--- config.mk ---
export PLATFORM = sky130hd
export DESIGN_NAME = sdram_rr_arbiter
export DESIGN_NICKNAME = d
export VERILOG_FILES = /design/src/rtl/sdram_rr_arbiter.sv
export SDC_FILE = /design/constraint.sdc
export NUM_CORES = 1
export LEC_CHECK = 0
export BUFFER_PORTS_ARGS = -buffer_cell sky130_fd_sc_hd__buf_2
export CAP_MARGIN = 20
export CORE_MARGIN = 2
export CORE_UTILIZATION = 40
export CTS_CLUSTER_DIAMETER = 120
export DETAILED_ROUTE_END_ITERATION = 16
export PLACE_DENSITY = 0.74
export SYNTH_ARGS = -nofsm -noshare
export SYNTH_HDL_FRONTEND = slang
export SYNTH_SLANG_ARGS = --single-unit
--- constraint.sdc ---
create_clock -name clk -period 3.88 [get_ports clk]
set_input_delay 0.582 -clock clk [delete_from_list [all_inputs] [get_ports clk]]
set_output_delay 0.582 -clock clk [all_outputs]
set_load 0.01 [all_outputs]
--- src/rtl/sdram_rr_arbiter.sv ---
// Two-port round-robin arbiter in front of a single SDRAM controller user interface.
// One latched request at a time; read watchdog completes stuck reads with an error.
module sdram_rr_arbiter #(
    parameter int unsigned ADDR_W     = 23,
    parameter int unsigned DATA_W     = 32,
    parameter int unsigned RD_TIMEOUT = 255
) (
    input  logic                clk,
    input  logic                rst_n,

    input  logic                m0_req,
    input  logic                m0_we,
    input  logic [ADDR_W-1:0]   m0_addr,
    input  logic [DATA_W-1:0]   m0_wdata,
    input  logic [DATA_W/8-1:0] m0_sel,
    output logic                m0_ack,
    output logic                m0_err,
    output logic [DATA_W-1:0]   m0_rdata,

    input  logic                m1_req,
    input  logic                m1_we,
    input  logic [ADDR_W-1:0]   m1_addr,
    input  logic [DATA_W-1:0]   m1_wdata,
    input  logic [DATA_W/8-1:0] m1_sel,
    output logic                m1_ack,
    output logic                m1_err,
    output logic [DATA_W-1:0]   m1_rdata,

    output logic [ADDR_W-1:0]   ctrl_user_addr,
    output logic                ctrl_rw,
    output logic [DATA_W-1:0]   ctrl_data_in,
    output logic [DATA_W/8-1:0] ctrl_mask,
    output logic                ctrl_in_valid,
    input  logic                ctrl_busy,
    input  logic                ctrl_out_valid,
    input  logic [DATA_W-1:0]   ctrl_data_out,

    output logic                owner,
    output logic                active
);

    localparam int unsigned SEL_W   = DATA_W / 8;
    localparam logic [7:0]  TIMEOUT = 8'(RD_TIMEOUT);

    typedef enum logic [1:0] {StIdle, StIssue, StWaitRd, StResp} state_e;

    state_e              r_state, w_state_d;
    logic                r_owner, r_rr_ptr, r_active, r_we, r_err;
    logic [ADDR_W-1:0]   r_addr;
    logic [DATA_W-1:0]   r_wdata, r_rdata;
    logic [SEL_W-1:0]    r_sel;
    logic [7:0]          r_cnt;

    logic                w_grant, w_grant_port, w_timeout, w_resp;
    logic [7:0]          w_cnt_inc;

    always_comb begin
        w_grant      = 1'b0;
        w_grant_port = r_rr_ptr;
        if (r_state == StIdle && !ctrl_busy) begin
            if (m0_req && m1_req) begin
                w_grant      = 1'b1;
                w_grant_port = r_rr_ptr;
            end else if (m0_req) begin
                w_grant      = 1'b1;
                w_grant_port = 1'b0;
            end else if (m1_req) begin
                w_grant      = 1'b1;
                w_grant_port = 1'b1;
            end
        end
    end

    // The watchdog compares the post-increment count, so WAIT_RD lasts at most RD_TIMEOUT cycles.
    assign w_cnt_inc = r_cnt + 8'd1;
    assign w_timeout = (w_cnt_inc == TIMEOUT);

    always_comb begin
        w_state_d = r_state;
        case (r_state)
            StIdle:   if (w_grant) w_state_d = StIssue;
            StIssue:  if (!ctrl_busy) w_state_d = r_we ? StResp : StWaitRd;
            StWaitRd: if (ctrl_out_valid || w_timeout) w_state_d = StResp;
            StResp:   w_state_d = StIdle;
            default:  w_state_d = StIdle;
        endcase
    end

    always_ff @(posedge clk or negedge rst_n) begin
        if (!rst_n) begin
            r_state  <= StIdle;
            r_active <= 1'b0;
            r_owner  <= 1'b0;
            r_rr_ptr <= 1'b0;
            r_we     <= 1'b0;
            r_err    <= 1'b0;
            r_addr   <= '0;
            r_wdata  <= '0;
            r_sel    <= '0;
            r_rdata  <= '0;
            r_cnt    <= '0;
        end else begin
            r_state  <= w_state_d;
            r_active <= (w_state_d != StIdle);
            if (w_grant) begin
                r_owner  <= w_grant_port;
                r_rr_ptr <= ~w_grant_port;
                r_err    <= 1'b0;
                r_we     <= w_grant_port ? m1_we    : m0_we;
                r_addr   <= w_grant_port ? m1_addr  : m0_addr;
                r_wdata  <= w_grant_port ? m1_wdata : m0_wdata;
                r_sel    <= w_grant_port ? m1_sel   : m0_sel;
            end
            if (r_state == StIssue && !ctrl_busy && !r_we) begin
                r_cnt <= '0;
            end else if (r_state == StWaitRd) begin
                r_cnt <= w_cnt_inc;
            end
            // out_valid takes priority over a coincident timeout
            if (r_state == StWaitRd) begin
                if (ctrl_out_valid) begin
                    r_rdata <= ctrl_data_out;
                end else if (w_timeout) begin
                    r_rdata <= '0;
                    r_err   <= 1'b1;
                end
            end
        end
    end

    assign w_resp         = (r_state == StResp);
    assign m0_ack         = w_resp & ~r_owner;
    assign m1_ack         = w_resp & r_owner;
    assign m0_err         = m0_ack & r_err;
    assign m1_err         = m1_ack & r_err;
    assign m0_rdata       = {DATA_W{m0_ack}} & r_rdata;
    assign m1_rdata       = {DATA_W{m1_ack}} & r_rdata;

    assign ctrl_in_valid  = (r_state == StIssue);
    assign ctrl_user_addr = r_addr;
    assign ctrl_rw        = r_we;
    assign ctrl_data_in   = r_wdata;
    assign ctrl_mask      = r_we ? r_sel : '0;

    assign owner          = r_owner;
    assign active         = r_active;

endmodule
# [Word-level counts from Yosys, hierarchy flattened]
# Index checks and enable logic that the tools add are counted.
[op_classes] addsub=1 n_eq_ne=4 n_mux=26 bitwise=8 reduce_logical=12
[op_table] cell="two-way mux 32 bit" count=3
[op_table] cell="bitwise AND 32 bit" count=2
[op_table] cell="two-way mux 23 bit" count=1
[op_table] cell="two-way mux 8 bit" count=2
[op_table] cell="two-way mux 1 bit" count=14
[op_table] cell="adder 8 x 1 -> 8 bit, second input constant" count=1
[op_table] cell="== test 8 bit, second input constant" count=1
[op_table] cell="two-way mux 4 bit" count=2
[op_table] cell="case mux 2 bit (4 select lines)" count=1
[op_table] cell="two-way mux 2 bit" count=3
[op_table] cell="nonzero test 2 bit" count=3
[op_table] cell="bitwise AND 1 bit" count=4
[op_table] cell="== test 2 bit, second input constant" count=2
[op_table] cell="logical AND 1 bit" count=4
[op_table] cell="== test 2 x 1 -> 1 bit, second input constant" count=1
[op_table] cell="logical NOT 1 bit" count=2
[op_table] cell="logical NOT 2 bit" count=1
[op_table] cell="inverter 1 bit" count=2
[op_table] cell="AND reduction 2 bit" count=1
[op_table] cell="logical OR 1 bit" count=1
[totals] ff_bits=106 in_bits=158 out_inout_bits=131 elab_cells=62

# [Longest topological paths before layout]
[depth] ltp_word=8 ltp_mapped=7 depth_no_buf=5

# [Worst setup path before layout]
# OpenSTA, ideal clock, no wires.
[synth_path] path_kind="reg-to-output" from="register r_state[1]" to="output m1_rdata[22]" arrival_time_ps=1235 required_time_ps=3298 path_slack_ps=2063 stages_incl_launch_ff=5 n_path_buf=2 path_cell_list="dfrtp_1 -> and3_1 -> clkbuf_1 -> clkbuf_1 -> and2_1"
[synth_between] elab_chain_cells=3
[synth_lines] item="from (decl)" line="47" rtl="state_e r_state, w_state_d;"
[synth_lines] item="from (signal assigned)" line="91" rtl="r_state <= StIdle;"
[synth_lines] item="from (signal assigned)" line="103" rtl="r_state <= w_state_d;"
[synth_lines] item="== test 2 bit" line="131" rtl="assign w_resp = (r_state == StResp);"
[synth_lines] item="bitwise AND 1 bit" line="133" rtl="assign m1_ack = w_resp & r_owner;"
[synth_lines] item="named net m1_ack" line="25" rtl="output logic m1_ack,"
[synth_lines] item="bitwise AND 32 bit" line="137" rtl="assign m1_rdata = {DATA_W{m1_ack}} & r_rdata;"
[synth_lines] item="to (decl)" line="27" rtl="output logic [DATA_W-1:0] m1_rdata,"
# The timed path passes the listed nets, and every way through them passes these cells.

# [Worst setup path after layout]
[layout_path] from="register r_state[1]" to="output m1_rdata[31]"
[layout_between] elab_chain_cells=3
[layout_lines] item="== test 2 bit" line="131"
[layout_lines] item="bitwise AND 1 bit" line="133"
[layout_lines] item="bitwise AND 32 bit" line="137"
# No other way between the ends.

==> flow_summary.yaml <==
synth:
  synth_edf_count: 0
  yosysMostFrequentCell: "dfrtp_1"
  yosysUniqueCellTypes: 38
  yosysWarningCount: 0
  synth_top_cell_area_share: 0.530
  ys_ff_latch: 106
  avgSynthCellArea_sq_um: 9.37
  ys_async_sr_fraction: 1.00
  netlist_instances: 534
  yosysTopAreaCell: "dfrtp_1"
  ys_seq_area_frac: 0.530
  synth_area_sq_mm: 0.00500
  synthTopCellsByCount: "dfrtp_1 (106), nand2_1 (74), and2_1 (71), nor2_1 (71), o21ai_0 (37)"
  ys.flop_type: "dfrtp_1"
  synthTopCellsByArea: "dfrtp_1 (53%), and2_1 (8.9%), a222oi_1 (5.8%)"
  syn_nets: 694
route:
  ant_nets: 0
  wl_per_cell_um: 15.5
  vias: 4938
  drt_iter0_markers: 406
  avgViaCountPerCell: 5.02
  routed_wl_mm: 15.2
  post-route-drc-count: 0
  drt_first_pass_iters: 10
setup_path:
  cp_max_fo: 34
  crit_end: "m1_rdata[31]"
  critPathArrivalTime_ns: 2.04
  critPathKind: "flip-flop to output port"
  rr_endpoint: "r_rdata[15]"
  worstReg2RegStart: "r_cnt[0]"
  cp-end-kind: "output port"
  rrSetupSlack_ns: 1.43
  cp-start-kind: "flip-flop"
  rr_worst_depth: 6
  critPathLaunch: "r_state[1]"
  worstPathRequired_ns: 3.30
global_route:
  overflow: 0
  grt_max_degree: 57
  grt_pass1_wl_mm: 23.4
  antenna_found_initial: 2
  first_global_vias: 4671
  track_usage: 0.224
clocking:
  h-tree-depth: 3
  clkTransAtPathRegs_ns: 0.06
  cts_made_buffers: 9
  hold_buffers: 0
  cts_resized: 0
  cts_tree: "built"
  cts_max_path_buffers: 2
  post_cts_buffers: 0
  clock_sinks: 106
  clkLatencyLatePin_ns: 0.34
  cts-root-buf: "clkbuf_16"
sta:
  rsz0062_at_grt: "false"
  post-route-period-util: 0.676
  fin_setup_tns_ns: 0
  max_freq_mhz: 381
  clock_skew_ns: 0.00428
  slew_headroom: 0.407
  finalHoldViolations: 0
  finalSetupViolations: 0
  report.final.slew_viol_count: 0
  fin_crit_ns: 2.62
  worstMarginPinSlew_ns: 0.890
cells_and_area:
  synthToLayoutAreaGrowth_pct: 37.8
  fin_area_sq_mm: 0.00689
  instances_no_fill: 983
  fin_nets: 970
  drive_above_1_share: 0.408
floorplan:
  die_h_um: 116
  core-area_sq_mm: 0.0121
  die_w_um: 116
  io_pins: 289
  die_area_sq_mm: 0.0134
  rows: 40
  initial_core_util: 0.413
placed_design:
  globalplace.congestion: 0.795
  hpwlAfterDp_mm: 11.4
  placed_area_sq_mm: 0.00657
  io_buffers: 288
  dp.cells: 966
power_and_ir_drop:
  leakagePower_nw: 3.75
  power_density_mw_per_mm2: 676
  irDropWorstVdd_mv: 0.333
status:
  outcome: "finished, final reports clean"
worst_hold_path:
  min_path_type: "input pin to asynchronous set/reset pin"
run:
  maxCapViolCount: 0
[worst max-delay path, stage by stage, from the launching register on]
cell and delay (ns):
dfrtp_1 0.47, and3_1 0.79, and2_1 0.28, buf_2 0.15
[layout by cell type, fill, tap and decap left out, types with 2 or more instances in the layout]
cell,synthesis,routed
buf_2,2,287
a21oi_1,2,2
nand4_1,2,2
nand2b_1,2,2
inv_1,33,33
clkbuf_1,24,3
o22ai_1,31,31
nand3_1,5,5
nand4b_1,2,2
and2_1,71,71
o21ai_2,10,11
a222oi_1,29,29
nand2_1,74,74
bufinv_16,0,2
dfrtp_1,106,106
nor2_1,71,70
buf_4,0,12
and3_1,4,4
ha_1,2,2
o21ai_0,37,36
nor3_1,2,2
clkbuf_16,0,9
[worst min-delay path by stage]
stage	from	to	slack [ns]	cells after the start
after floorplan	rst_n	active	0.29	0
after global placement	r_sel[2]	r_sel[2]	0.49	2
after detailed placement	ctrl_user_addr[19]	ctrl_user_addr[19]	0.50	2
after CTS	rst_n	r_cnt[3]	0.32	1
after global routing	rst_n	r_rr_ptr	0.35	1
final	rst_n	r_rdata[8]	0.29	1
[power breakdown]
part           switching [mW]  leakage (nW)  internal, mW
combinational           0.983          2.31         0.789
clock                   0.382         0.147         0.562
sequential              0.340          1.29          1.60
[through the flow]
step / setup slack (ns) / hold slack [ns] / util / power, mW
detailed placement: 1.43 / 0.496 / 0.543 / 3.73
global placement: 1.51 / 0.486 / 0.543 / 3.68
global route: 1.14 / 0.354 / 0.569 / 5.02
CTS: 1.23 / 0.321 / 0.568 / 4.69
finish: 1.26 / 0.288 / 0.569 / 4.66
floorplan: 2.06 / 0.286 / - / 2.96
[logic make-up after synthesis]
logic type,share of synthesized area
XOR/XNOR,0.00500
AND/OR/NAND/NOR,0.231
buffers and inverters,0.0593
adder cells (fa/ha/maj),0.00500
AO/OA/AOI/OAI,0.170
flip-flops,0.530
[final cells by class]
class                   instances  area (sq um)
clock inverters                 3          65.1
diodes                          1          2.50
repair buffers                300          1540
flip-flops and latches        106          2650
well taps                     168           210
inverters                      33           124
fillers                      1117          5220
multi-input cells             360          2060
clock buffers                  12           236
[metal layers]
| layer | part of all wire | GRT usage |
|---|---|---|
| met5 | 0.00085 | 0 |
| met4 | 0.011 | 0.0571 |
| met3 | 0.088 | 0.0649 |
| met2 | 0.50 | 0.393 |
| met1 | 0.40 | 0.272 |
[state kept, by name, summed over array words and instances (netlist names)]
| signal | count |
|---|---|
| active | 1 |
| ctrl_data_in | 32 |
| ctrl_rw | 1 |
| ctrl_user_addr | 23 |
| owner | 1 |
| r_cnt | 8 |
| r_err | 1 |
| r_rdata | 32 |
| r_rr_ptr | 1 |
| r_sel | 4 |
| r_state | 2 |
No activity file was read; power rests on OpenSTA's default activity.
